[src/rtl/wb_pkg.sv]
// Shared types and constants for the writeback stage: FSM states, load
// funct3 encodings, default datapath widths and the pending-load context.
package wb_pkg;

    localparam int unsigned WB_WIDTH      = 32;
    localparam int unsigned WB_REG_ADDR_W = 5;

    typedef enum logic [1:0] {
        ST_IDLE     = 2'd0,
        ST_WAIT_MEM = 2'd1,
        ST_COMMIT   = 2'd2
    } wb_state_e;

    localparam logic [2:0] F3_LB  = 3'b000;
    localparam logic [2:0] F3_LH  = 3'b001;
    localparam logic [2:0] F3_LW  = 3'b010;
    localparam logic [2:0] F3_LBU = 3'b100;
    localparam logic [2:0] F3_LHU = 3'b101;

    // Everything needed to shape load data once it arrives.
    typedef struct packed {
        logic [2:0] funct3;
        logic [1:0] addr;
    } load_ctx_t;

endpackage

[src/rtl/load_extract.sv]
// Combinational load data shaping: picks the byte/half lane from an aligned
// word and sign- or zero-extends it. Unknown funct3 codes behave as LW.
// Ports: funct3 (load type), addr (byte offset), word (aligned memory word),
//        data_c (extended result).
module load_extract
    import wb_pkg::*;
#(
    parameter int unsigned WIDTH = WB_WIDTH
)(
    input  logic [2:0]       funct3,
    input  logic [1:0]       addr,
    input  logic [WIDTH-1:0] word,
    output logic [WIDTH-1:0] data_c
);

    logic [7:0]  byte_sel;
    logic [15:0] half_sel;

    // Lane select; addr[0] is irrelevant for halves.
    always_comb begin
        byte_sel = word[{addr, 3'b000} +: 8];
        half_sel = word[{addr[1], 4'b0000} +: 16];
    end

    always_comb begin
        data_c = word;
        case (funct3)
            F3_LB:   data_c = {{(WIDTH-8){byte_sel[7]}}, byte_sel};
            F3_LBU:  data_c = {{(WIDTH-8){1'b0}}, byte_sel};
            F3_LH:   data_c = {{(WIDTH-16){half_sel[15]}}, half_sel};
            F3_LHU:  data_c = {{(WIDTH-16){1'b0}}, half_sel};
            default: data_c = word;
        endcase
    end

endmodule

[src/rtl/writeback_stage.sv]
// Writeback stage: retires ALU results and loads into the register file,
// one write per instruction, never to x0, with a stalled-load timeout.
// Optional feature macro WB_FWD_EN adds same-cycle forwarding ports.
// Ports:
//   iClk/iRstN                       clock, async active-low reset
//   iEx_valid/oEx_ready              execute handshake
//   iEx_rd/iEx_result/iEx_is_load/iEx_funct3  retiring instruction
//   iMem_valid/iMem_rdata            load return data
//   oRD/oRD_data/oRD_we              register-file write port
//   oFwd_valid/oFwd_rd/oFwd_data     forwarding copy (WB_FWD_EN only)
//   oLoadErr                         load timeout pulse
module writeback_stage
    import wb_pkg::*;
#(
    parameter int unsigned WIDTH       = WB_WIDTH,
    parameter int unsigned REG_ADDR_W  = WB_REG_ADDR_W,
    parameter int unsigned MEM_TIMEOUT = 15
)(
    input  logic                  iClk,
    input  logic                  iRstN,
    input  logic                  iEx_valid,
    output logic                  oEx_ready,
    input  logic [REG_ADDR_W-1:0] iEx_rd,
    input  logic [WIDTH-1:0]      iEx_result,
    input  logic                  iEx_is_load,
    input  logic [2:0]            iEx_funct3,
    input  logic                  iMem_valid,
    input  logic [WIDTH-1:0]      iMem_rdata,
    output logic [REG_ADDR_W-1:0] oRD,
    output logic [WIDTH-1:0]      oRD_data,
    output logic                  oRD_we,
`ifdef WB_FWD_EN
    output logic                  oFwd_valid,
    output logic [REG_ADDR_W-1:0] oFwd_rd,
    output logic [WIDTH-1:0]      oFwd_data,
`endif
    output logic                  oLoadErr
);

    localparam int unsigned TMR_W = (MEM_TIMEOUT == 0) ? 1 : $clog2(MEM_TIMEOUT + 1);

    wb_state_e             state_q, state_d;
    logic                  ready_q, ready_d;
    logic [REG_ADDR_W-1:0] rd_q, rd_d;
    logic [WIDTH-1:0]      data_q, data_d;
    logic                  we_q, we_d;
    logic                  err_q, err_d;
    logic [REG_ADDR_W-1:0] pend_rd_q, pend_rd_d;
    load_ctx_t             ctx_q, ctx_d;

    logic                  xfer_c;
    logic                  load_xfer_c;
    logic                  timeout_c;
    logic [WIDTH-1:0]      ext_c;

    // ready_q is only high in IDLE/COMMIT, so it alone qualifies a transfer.
    assign xfer_c      = iEx_valid & ready_q;
    assign load_xfer_c = xfer_c & iEx_is_load;

    load_extract #(.WIDTH(WIDTH)) u_extract (
        .funct3 (ctx_q.funct3),
        .addr   (ctx_q.addr),
        .word   (iMem_rdata),
        .data_c (ext_c)
    );

    // Stall timer: counts WAIT_MEM cycles without data.
    generate
        if (MEM_TIMEOUT != 0) begin : g_timer
            logic [TMR_W-1:0] timer_q;

            always_ff @(posedge iClk or negedge iRstN) begin
                if (!iRstN) begin
                    timer_q <= '0;
                end else if (load_xfer_c) begin
                    timer_q <= '0;
                end else if (state_q == ST_WAIT_MEM && !iMem_valid) begin
                    timer_q <= timer_q + TMR_W'(1);
                end
            end

            // Data arriving on the final cycle wins over the timeout.
            assign timeout_c = (state_q == ST_WAIT_MEM) && !iMem_valid &&
                               (timer_q == TMR_W'(MEM_TIMEOUT - 1));
        end else begin : g_no_timer
            assign timeout_c = 1'b0;
        end
    endgenerate

    // Next-state and next-output logic.
    always_comb begin
        state_d   = state_q;
        rd_d      = rd_q;
        data_d    = data_q;
        we_d      = 1'b0;
        err_d     = 1'b0;
        pend_rd_d = pend_rd_q;
        ctx_d     = ctx_q;

        case (state_q)
            ST_IDLE, ST_COMMIT: begin
                state_d = ST_IDLE;
                if (xfer_c) begin
                    if (iEx_is_load) begin
                        pend_rd_d    = iEx_rd;
                        ctx_d.funct3 = iEx_funct3;
                        ctx_d.addr   = iEx_result[1:0];
                        state_d      = ST_WAIT_MEM;
                    end else begin
                        rd_d    = iEx_rd;
                        data_d  = iEx_result;
                        we_d    = (iEx_rd != '0);
                        state_d = ST_COMMIT;
                    end
                end
            end
            ST_WAIT_MEM: begin
                if (iMem_valid) begin
                    rd_d    = pend_rd_q;
                    data_d  = ext_c;
                    we_d    = (pend_rd_q != '0);
                    state_d = ST_COMMIT;
                end else if (timeout_c) begin
                    err_d   = 1'b1;
                    state_d = ST_IDLE;
                end
            end
            default: state_d = ST_IDLE;
        endcase

        ready_d = (state_d != ST_WAIT_MEM);
    end

    // State and output registers.
    always_ff @(posedge iClk or negedge iRstN) begin
        if (!iRstN) begin
            state_q   <= ST_IDLE;
            ready_q   <= 1'b0;
            rd_q      <= '0;
            data_q    <= '0;
            we_q      <= 1'b0;
            err_q     <= 1'b0;
            pend_rd_q <= '0;
            ctx_q     <= '0;
        end else begin
            state_q   <= state_d;
            ready_q   <= ready_d;
            rd_q      <= rd_d;
            data_q    <= data_d;
            we_q      <= we_d;
            err_q     <= err_d;
            pend_rd_q <= pend_rd_d;
            ctx_q     <= ctx_d;
        end
    end

    assign oEx_ready = ready_q;
    assign oRD       = rd_q;
    assign oRD_data  = data_q;
    assign oRD_we    = we_q;
    assign oLoadErr  = err_q;

`ifdef WB_FWD_EN
    assign oFwd_valid = we_q;
    assign oFwd_rd    = rd_q;
    assign oFwd_data  = data_q;
`endif

endmodule
[config.mk]
export PLATFORM = sky130hd
export DESIGN_NAME = writeback_stage
export DESIGN_NICKNAME = d
export VERILOG_FILES = /design/src/rtl/wb_pkg.sv /design/src/rtl/load_extract.sv /design/src/rtl/writeback_stage.sv
export SDC_FILE = /design/constraint.sdc
export NUM_CORES = 1
export LEC_CHECK = 0
export BUFFER_PORTS_ARGS = -buffer_cell sky130_fd_sc_hd__buf_2
export CORE_AREA = 3 3 133 103
export DETAILED_ROUTE_END_ITERATION = 6
export DIE_AREA = 0 0 136 106
export PLACE_DENSITY_LB_ADDON = 0.08
export SLEW_MARGIN = 5
export SYNTH_ARGS = -nofsm -noshare
export SYNTH_HDL_FRONTEND = slang
export SYNTH_SLANG_ARGS = --single-unit
export TNS_END_PERCENT = 5
[constraint.sdc]
create_clock -name iClk -period 1.6 [get_ports iClk]
set_input_delay 0.32 -clock iClk [delete_from_list [all_inputs] [get_ports iClk]]
set_output_delay 0.32 -clock iClk [all_outputs]
set_load 0.02 [all_outputs]
==> flow_summary.toml <==
[synth]
syn_area_um2 = 3120
ys.flop_type = "dfrtp_1"
syn_inst = 326
synth.largest_area_cell = "dfrtp_1"
synth.distinct_cells = 53
synthDominantCellAreaShare_pct = 45.0
yosys_warnings = 0
synth_nets = 405
syn_avg_cell_area_um2 = 9.56
seq_area_frac_synth_pct = 45.0
synth-seq-cells = 56
ys_async_sr_fraction_pct = 100
synth.most_common_cell = "dfrtp_1"
synth-edff-count = 0
netlist_top_cells_count = "dfrtp_1, nor2_1, nand2_1"
synth.area.top_cells = "dfrtp_1, nor2_1, mux2_2"

[clocking]
cts_sinks = 56
postCtsSetupBuffers = 0
clockBufferDepth = 2
clk_pin_slew_ps = 80
cts-root-buf = "clkbuf_16"
numCtsBuffers = 5
cts_tree = "yes"
htreeDepth = 2
insertion_delay_ps = 300
holdBufCountCts = 0

[layout]
nets = 542
syn2layout_area_growth_pct = 39.9
final_cell_count_no_fill = 630
n_antenna_cell = 0
fin_area_um2 = 4360
drive_gt1_share_pct = 45.0

[timing]
hold_viol = 0
max_freq_mhz = 628
final.setup.tns_ps = 0
period_needed_ps = 1590
skew_ps = 4.97
slew_headroom_pct = 73.9
rsz0062_at_grt = "true"
worst_pin_slew_ps = 390
post-route-period-util_pct = 99.5
slew_violations = 0
setup_viol = 0

[placed_design]
post-place-cells = 622
gp_congestion = 0.811
port-buffer-count = 116
hpwl_um = 8620
placed_cell_area_um2 = 4140

[grt]
grt_use_total_pct = 15.6
gr-total-overflow = 0
antenna_found_initial = 0
grt_pass1_vias = 3025
grt_start_max_net_pins = 57
grt_pass1_wl_um = 17300

[detailed_routing]
drc_errors = 0
routed_wl_um = 11200
ant_nets = 0
vias = 2972
drt_iter0_drc = 181
first_pass_iters = 4
wire_per_inst_um = 17.7
avgViaCountPerCell = 4.72

[floorplanning]
core_area_um2 = 12300
die_w_um = 136
die_area_um2 = 14400
rows = 35
initial_core_util_pct = 25.2
dieHeight_um = 106
io_pins = 117

[critical_path]
cp-startpoint = "ctx_q[0]"
required_ps = 1810
path_class = "flop to flop"
end_kind = "flop"
r2r-start = "ctx_q[0]"
r2r_cells = 6
worstSetupStartpointType = "flop"
crit_fanout = 16
critPathArrivalTime_ps = 1800

[pwr]
power.density_nw_per_um2 = 1580
p_leak_uw = 0.00195
ir_drop_uv = 507
finalPower_uw = 6890

[status]
status = "finished clean"

[run]
maxCapViolations = 0

[hold_path]
hp-class = "input pin to asynchronous set/reset pin"
==> per-layer routing <==
metal  wire (um)  GRT usage [%]  part of all wire [%]
met1        5640           23.4                    51
met2        4690           22.8                    42
met3         725           3.55                   6.5
met4         109           3.24                  0.98
met5           0              0                     0
==> what timing repair did <==
item | 4_1_cts | 5_1_grt
resized for setup | 1 | 14
endpoints found under the setup margin | 3 | 25
pin swaps | 0 | 0
==> layout by cell type, fill, tap and decap left out, types with 13 or more instances in the layout <==
cell and instances:
mux2_2 13, nor3_1 21, nor2_1 41, dfrtp_1 52, a211oi_2 14, a21oi_1 23, buf_4 30, nand2_1 33
buf_2 116
==> critical path: stages, from the launching register on <==
cell	delay, ps
dfrtp_2	460
mux2i_2	170
buf_4	150
a22oi_2	210
a31oi_4	120
buf_12	170
a211oi_1	200
==> report_power, final <==
part | internal, uW | switching (uW)
Clock | 740 | 548
Combinational | 1350 | 1890
Sequential | 1970 | 389
==> cell type report <==
class | instances | area [um2]
flip-flops and latches | 56 | 1410
multi-input cells | 238 | 1600
fillers | 1341 | 7990
clock inverters | 2 | 35.0
inverters | 9 | 36.3
clock buffers | 6 | 129
well taps | 166 | 208
repair buffers | 153 | 946
==> sequential cells by signal (all words and copies together), names as in the netlist <==
register / flops
oEx_ready: 1
oRD_we: 1
state_q: 2
oRD_data: 32
oRD: 5
ctx_q: 5
pend_rd_q: 5
oLoadErr: 1
g_timer.timer_q: 4
==> final timing paths <==
path	to	slack, ps
min in group iClk	ctx_q[4]	240
worst max register to register	oRD_data[17]	8
max in group asynchronous	ctx_q[1]	1280
worst max-delay path	oRD_data[17]	8
worst min-delay path	oRD_data[22]	10
worst min register to register	oRD_data[13]	520
==> stage by stage <==
step           worst slack [ps]  utilization (%)  hold slack (ps)
3_3_place_gp              0.206             33.5              360
2_1_floorplan               133                -             24.4
4_1_cts                   -6.49             34.8             33.7
5_1_grt                   -50.3             35.3             39.3
6_report                   8.42             35.3             12.6
3_5_place_dp               9.01             33.5              360
==> cells by family (layout without fill, tap and decap cells) <==
logic type,Yosys count,after routing,share of synthesized area (%)
AO/OA/AOI/OAI,87,87,21.4
AND/OR/NAND/NOR,126,126,19.3
flip-flops,56,56,45.0
XOR/XNOR,3,3,0.844
multiplexers,20,20,7.19
adder cells (fa/ha/maj),2,2,0.803
buffers and inverters,32,170,5.46
Note: power is estimated with default switching activity, not from simulation.
